`config.mk`:
```
export PLATFORM = sky130hd
export DESIGN_NAME = muldiv_seq
export DESIGN_NICKNAME = d
export VERILOG_FILES = /design/src/rtl/muldiv_pkg.sv /design/src/rtl/muldiv_step.sv /design/src/rtl/muldiv_seq.sv
export SDC_FILE = /design/constraint.sdc
export NUM_CORES = 1
export LEC_CHECK = 0
export ABC_AREA = 0
export CAP_MARGIN = 20
export CORE_ASPECT_RATIO = 1.1
export CORE_MARGIN = 4
export CORE_UTILIZATION = 40
export CTS_CLUSTER_SIZE = 16
export DETAILED_ROUTE_END_ITERATION = 12
export MAX_ROUTING_LAYER = met4
export PLACE_DENSITY_LB_ADDON = 0.05
export RECOVER_POWER = 50
export SETUP_SLACK_MARGIN = 0.2
export SLEW_MARGIN = 0
export SYNTH_ARGS = -nofsm -noshare
export SYNTH_HDL_FRONTEND = slang
export SYNTH_HIERARCHICAL = 1
export SYNTH_SLANG_ARGS = --single-unit
```
`constraint.sdc`:
```
create_clock -name clk -period 3.5 [get_ports clk]
set_input_delay 0.7 -clock clk [delete_from_list [all_inputs] [get_ports clk]]
set_output_delay 0.7 -clock clk [all_outputs]
set_load 0.02 [all_outputs]
```
`src/rtl/muldiv_pkg.sv`:
```
// Shared constants for the multiply/divide sequencer: op encodings, FSM states and
// the iteration-counter width helper.
package muldiv_pkg;

  localparam int unsigned MULDIV_WIDTH = 32;
  localparam int unsigned CNT_W        = $clog2(MULDIV_WIDTH);

  localparam logic [1:0] OP_MULT  = 2'b00;
  localparam logic [1:0] OP_MULTU = 2'b01;
  localparam logic [1:0] OP_DIV   = 2'b10;
  localparam logic [1:0] OP_DIVU  = 2'b11;

  typedef logic [1:0] state_t;
  localparam state_t IDLE = 2'd0;
  localparam state_t RUN  = 2'd1;
  localparam state_t FIX  = 2'd2;

  function automatic int unsigned cnt_width(input int unsigned w);
    return (w > 1) ? $clog2(w) : 1;
  endfunction

endpackage

```
`src/rtl/muldiv_step.sv`:
```
// One radix-2 iteration on unsigned magnitudes: shift-add multiply or restoring divide.
// The divide path exists only when MULDIV_DIV_EN is defined.
module muldiv_step
  import muldiv_pkg::*;
#(
  parameter int unsigned WIDTH = MULDIV_WIDTH
) (
`ifdef MULDIV_DIV_EN
  input  logic               is_div,
`endif
  input  logic [2*WIDTH-1:0] acc_in,
  input  logic [WIDTH-1:0]   shreg_in,
  input  logic [WIDTH-1:0]   mcand,
  output logic [2*WIDTH-1:0] acc_out,
  output logic [WIDTH-1:0]   shreg_out
);

  logic [WIDTH:0] add_sum;
`ifdef MULDIV_DIV_EN
  logic [WIDTH:0] rem_sh;
  logic [WIDTH:0] trial;
`endif

  always_comb begin
    // Multiply: add into the upper half, then shift right keeping the carry.
    add_sum   = {1'b0, acc_in[2*WIDTH-1:WIDTH]} + (shreg_in[0] ? {1'b0, mcand} : '0);
    acc_out   = {add_sum, acc_in[WIDTH-1:1]};
    shreg_out = shreg_in >> 1;
`ifdef MULDIV_DIV_EN
    // Divide: dividend bits stream in from shreg MSB; the borrow bit decides restore.
    rem_sh = {acc_in[2*WIDTH-1:WIDTH], shreg_in[WIDTH-1]};
    trial  = rem_sh - {1'b0, mcand};
    if (is_div) begin
      if (!trial[WIDTH]) begin
        acc_out = {trial[WIDTH-1:0], acc_in[WIDTH-2:0], 1'b1};
      end else begin
        acc_out = {rem_sh[WIDTH-1:0], acc_in[WIDTH-2:0], 1'b0};
      end
      shreg_out = shreg_in << 1;
    end
`endif
  end

endmodule

```
`src/rtl/muldiv_seq.sv`:
```
// Iterative multiply/divide sequencer owning HI/LO. Divide support is built only when
// MULDIV_DIV_EN is defined; otherwise divide starts pulse div_unsupported.
module muldiv_seq
  import muldiv_pkg::*;
#(
  parameter int unsigned WIDTH = MULDIV_WIDTH
) (
  input  logic             clk,
  input  logic             reset,
  input  logic             start,
  input  logic [1:0]       op,
  input  logic [WIDTH-1:0] srca,
  input  logic [WIDTH-1:0] srcb,
  input  logic             hi_wr,
  input  logic             lo_wr,
  input  logic [WIDTH-1:0] wdata,
  input  logic             cancel,
  output logic             busy,
  output logic             done,
  output logic [WIDTH-1:0] hi,
  output logic [WIDTH-1:0] lo,
  output logic             div_unsupported
);

  localparam int unsigned CntW = cnt_width(WIDTH);

  state_t               state_q, state_d;
  logic [CntW-1:0]      cnt_q, cnt_d;
  logic [2*WIDTH-1:0]   acc_q, acc_d, step_acc, prod;
  logic [WIDTH-1:0]     shreg_q, shreg_d, step_shreg, mcand_q, mcand_d;
  logic [WIDTH-1:0]     hi_q, hi_d, lo_q, lo_d, res_hi, res_lo;
  logic [WIDTH-1:0]     a_mag, b_mag;
  logic                 neg_q, neg_d, done_q, done_d;
  logic                 op_signed, op_div, a_neg, b_neg, start_ok, launch;

  assign op_signed = (op == OP_MULT) || (op == OP_DIV);
  assign op_div    = (op == OP_DIV) || (op == OP_DIVU);
  assign a_neg     = op_signed & srca[WIDTH-1];
  assign b_neg     = op_signed & srcb[WIDTH-1];
  assign a_mag     = a_neg ? -srca : srca;
  assign b_mag     = b_neg ? -srcb : srcb;
  assign start_ok  = (state_q == IDLE) && start && !cancel;

`ifdef MULDIV_DIV_EN
  logic div_q, div_d, rem_neg_q, rem_neg_d, bzero_q, bzero_d;
  assign launch          = start_ok;
  assign div_unsupported = 1'b0;
`else
  logic unsup_q;
  assign launch          = start_ok && !op_div;
  assign div_unsupported = unsup_q;
`endif

  muldiv_step #(
    .WIDTH(WIDTH)
  ) u_step (
`ifdef MULDIV_DIV_EN
    .is_div    (div_q),
`endif
    .acc_in    (acc_q),
    .shreg_in  (shreg_q),
    .mcand     (mcand_q),
    .acc_out   (step_acc),
    .shreg_out (step_shreg)
  );

  always_comb begin
    prod   = neg_q ? -acc_q : acc_q;
    res_hi = prod[2*WIDTH-1:WIDTH];
    res_lo = prod[WIDTH-1:0];
`ifdef MULDIV_DIV_EN
    // Divide by zero: the remainder already equals srca, only LO needs forcing.
    if (div_q) begin
      res_hi = rem_neg_q ? -acc_q[2*WIDTH-1:WIDTH] : acc_q[2*WIDTH-1:WIDTH];
      res_lo = bzero_q ? '1 : (neg_q ? -acc_q[WIDTH-1:0] : acc_q[WIDTH-1:0]);
    end
`endif
  end

  always_comb begin
    state_d = state_q;
    cnt_d   = cnt_q;
    acc_d   = acc_q;
    shreg_d = shreg_q;
    mcand_d = mcand_q;
    neg_d   = neg_q;
    hi_d    = hi_q;
    lo_d    = lo_q;
    done_d  = 1'b0;
`ifdef MULDIV_DIV_EN
    div_d     = div_q;
    rem_neg_d = rem_neg_q;
    bzero_d   = bzero_q;
`endif
    unique case (state_q)
      IDLE: begin
        if (hi_wr) hi_d = wdata;
        if (lo_wr) lo_d = wdata;
        if (launch) begin
          state_d = RUN;
          cnt_d   = CntW'(WIDTH - 1);
          acc_d   = '0;
          neg_d   = a_neg ^ b_neg;
          shreg_d = b_mag;
          mcand_d = a_mag;
`ifdef MULDIV_DIV_EN
          div_d     = op_div;
          rem_neg_d = a_neg;
          bzero_d   = (srcb == '0);
          if (op_div) begin
            shreg_d = a_mag;
            mcand_d = b_mag;
          end
`endif
        end
      end
      RUN: begin
        if (cancel) begin
          state_d = IDLE;
        end else begin
          acc_d   = step_acc;
          shreg_d = step_shreg;
          if (cnt_q == '0) state_d = FIX;
          else             cnt_d   = cnt_q - CntW'(1);
        end
      end
      FIX: begin
        state_d = IDLE;
        if (!cancel) begin
          hi_d   = res_hi;
          lo_d   = res_lo;
          done_d = 1'b1;
        end
      end
      default: state_d = IDLE;
    endcase
  end

  always_ff @(posedge clk or negedge reset) begin
    if (!reset) begin
      state_q <= IDLE;
      cnt_q   <= '0;
      acc_q   <= '0;
      shreg_q <= '0;
      mcand_q <= '0;
      neg_q   <= 1'b0;
      hi_q    <= '0;
      lo_q    <= '0;
      done_q  <= 1'b0;
`ifdef MULDIV_DIV_EN
      div_q     <= 1'b0;
      rem_neg_q <= 1'b0;
      bzero_q   <= 1'b0;
`else
      unsup_q <= 1'b0;
`endif
    end else begin
      state_q <= state_d;
      cnt_q   <= cnt_d;
      acc_q   <= acc_d;
      shreg_q <= shreg_d;
      mcand_q <= mcand_d;
      neg_q   <= neg_d;
      hi_q    <= hi_d;
      lo_q    <= lo_d;
      done_q  <= done_d;
`ifdef MULDIV_DIV_EN
      div_q     <= div_d;
      rem_neg_q <= rem_neg_d;
      bzero_q   <= bzero_d;
`else
      unsup_q <= start_ok && op_div;
`endif
    end
  end

  assign busy = (state_q != IDLE);
  assign done = done_q;
  assign hi   = hi_q;
  assign lo   = lo_q;

endmodule
```
==> out/qor.txt <==
Outcome - finished with violations
Failing checks - capacitance limit, slew limit
PostCTS Resize Cnt - 0
Prevailing post-synth register cell - dfrtp_1
Critical path capture point type - flop
LEAKAGE - 0.00725 µW
Clock buffer depth - 3
RSZ-0062 raised after global routing - false
Number of buffers added for setup after CTS - 0
Peak Freq - 312 MHz
Setup TNS - 0 ns
Final clock skew - 0.0164 ns
Pins Over Slew Limit - 118
Routed vias - 11800
Crit-path max FO - 46
DR DRC count - 0
Layout cells sized above 1 - 0.0665
Pin count of the biggest net entering global routing - 83
Syn_nets - 1775
Period utilization - 0.916
WL final - 39700 µm
Fillers - 3274
Clk pin slew, worst setup/hold paths - 0.06 ns
TritonRoute pass-1 iters - 5
PwrDens - 525 nW/µm²
Core box area - 33300 µm²
Synth cell types - 73
Rel. slew slack - -0.325
Post-route ant nets - 0
WHS - 0.473 ns
Vias per cell - 5.45
Final Hold Vio Count - 0
Vias in the first global route - 11300
DRT iter0 DRCs - 798
GRT overflow - 0
CTS hold repair buffers - 0
CTS tree - built
Total CTS buffers - 24
Layout net count - 1852
GP Congestion - 0.892
Clk_lat worst skew - 0.52 ns
Total global-route track usage - 0.215
Wire per inst - 18.4 µm
Root Buffer - clkbuf_16
Post-Syn Area - 13500 µm²
Async S/R FF share, synth - 1.00
Critical path launch point type - input pin
Sink Count - 202
Syn Area/Cell - 8.28 µm²
Initial Utilization - 0.407
Antenna diode count - 0
Core Rows - 70
Antenna violations before repair - 0
Total power - 8440 µW
Area delta synth->final - 18.9%
Core Util, Final - 0.483
Crit path DAT - 3.63 ns
Ys Warns - 6
Post-DP HPWL - 29900 µm
Max Cap Viol - 2
Peak supply drop - 326 µV
Required @ worst endpoint - 3.93 ns
Post-synthesis sequential area ratio - 0.374
#FFs+latches synth - 202
First-pass GRT wire length - 63300 µm
Die area - 36800 µm²
EDFF count, synth - 0
Synth Instances - 1634
IO Port Bufs - 170
Chip width - 183 µm
Kind of critical path - in2reg
Fin crit period - 3.21 ns
Final setup fails - 0
Reg2Reg Setup Slack - 0.48 ns
Hold Crit Class - reg2reg
Least-Margin Pin Slew - 1.99 ns
I/O pin total - 171
Die Height - 201 µm
H-tree levels - 1
[cell families after synthesis]
kind of cell	count (synthesis)	share of synthesized area
and+or+nand+nor	649	0.225
AOI/OAI and AO/OA	422	0.203
DFF	202	0.374
buffers and inverters	177	0.0682
xor gates and xnor gates	139	0.0900
adders and majority gates	37	0.0348
muxes	7	0.00518
other	1	0.000277
[power by group]
part | internal (µW) | switching [µW]
Clock | 1580 | 1040
Combinational | 1150 | 1600
Sequential | 2750 | 323
[final timing paths]
check	startpoint	end	depth (start not counted)
max	cancel	lo[28]$_DFFE_PN0P_	6
min	mcand_q[4]$_DFFE_PN0P_	mcand_q[4]$_DFFE_PN0P_	2
max reg2reg	shreg_q[0]$_DFFE_PN0P_	acc_q[61]$_DFFE_PN0P_	12
min reg2reg	mcand_q[4]$_DFFE_PN0P_	mcand_q[4]$_DFFE_PN0P_	2
max in group asynchronous	reset	mcand_q[28]$_DFFE_PN0P_	2
min in group asynchronous	reset	lo[12]$_DFFE_PN0P_	1
[through the flow]
step / instance area, µm² / std cells / setup slack [ns]
after global placement: 15300 / 2117 / 0.246
final: 16100 / 2161 / 0.294
after CTS: 16100 / 2161 / 0.414
after floorplan: 13500 / 1634 / 0.768
after global routing: 16100 / 2161 / 0.135
after detailed placement: 15300 / 2117 / 0.239
[flip-flops by register name (all words and copies together) (netlist names)]
register / flops
acc_q: 64
hi: 32
lo: 32
mcand_q: 32
shreg_q: 32
cnt_q: 5
state_q: 2
div_unsupported: 1
done: 1
neg_q: 1
[per-layer routing]
layer  global-route usage  wire, µm  vias to the layer above
met5                    -         0                        -
met4               0.0460       817                        0
met3               0.0248      2220                       38
met2                0.316     17100                      329
met1                0.320     19600                     5532
li1                     -         -                     5886
[synthesized netlist by cell type (13+ instances only)]
cell      count  area share
and2_1       34       0.016
o41ai_1      15      0.0097
dfrtp_1     202        0.37
buf_4        64       0.036
nor3_1       24      0.0089
nor4_1       14      0.0065
xor2_1       77       0.050
clkbuf_1     84       0.023
inv_1        19      0.0053
or4_1        15      0.0083
o22ai_1      27       0.012
nor2_1      129       0.036
ha_1         36       0.033
a31oi_1      13      0.0060
o21ai_0      83       0.031
xnor2_1      62       0.040
nand2_1     257       0.071
nand3_1      82       0.030
or3_1        30       0.014
o31ai_1      39       0.022
nand2b_1     14      0.0065
a21o_1       25       0.014
a21oi_1     102       0.038
o21ai_1      46       0.017
[cell usage in the layout, fill, tap and decap left out, types with 8 or more instances in the layout]
| cell type | synthesis | routed |
|---|---|---|
| dlygate4sd3_1 | 0 | 8 |
| buf_4 | 64 | 28 |
| o21ai_0 | 83 | 83 |
| clkdlybuf4s50_1 | 0 | 161 |
| a21oi_1 | 102 | 101 |
| ha_1 | 36 | 36 |
| nand3_1 | 82 | 82 |
| o22ai_1 | 27 | 27 |
| xor2_1 | 77 | 77 |
| and2_1 | 34 | 33 |
| a31oi_1 | 13 | 13 |
| xnor2_1 | 62 | 62 |
| dfrtp_1 | 202 | 201 |
| o31ai_1 | 39 | 39 |
| a221oi_1 | 9 | 9 |
| nor2_1 | 129 | 128 |
| or4_1 | 15 | 15 |
| nand2_1 | 257 | 257 |
| or3_1 | 30 | 30 |
| a21o_1 | 25 | 25 |
| clkbuf_16 | 0 | 25 |
| o21ai_1 | 46 | 45 |
| nand2b_1 | 14 | 13 |
| o41ai_1 | 15 | 15 |
| nor4_1 | 14 | 14 |
| nor3_1 | 24 | 24 |
| nand4_1 | 9 | 9 |
| inv_1 | 19 | 19 |
[cell type report]
cell class              instances  area (µm²)  share of cell area
inverters                      19        71.3             0.00443
flip-flops and latches        202        5060               0.314
clock buffers                  30         664              0.0413
repair buffers                209        2000               0.124
well taps                     432         541              0.0336
clock inverters                14         166              0.0103
multi-input cells            1255        7590               0.472
[worst max-delay path: stages]
cell	delay (ns)
dlygate4sd3_1	0.67
nand2b_1	0.23
a21o_1	0.13
clkbuf_1	1.42
a21oi_1	0.20
o22ai_1	0.26
No activity file was read; power rests on OpenSTA's default activity.
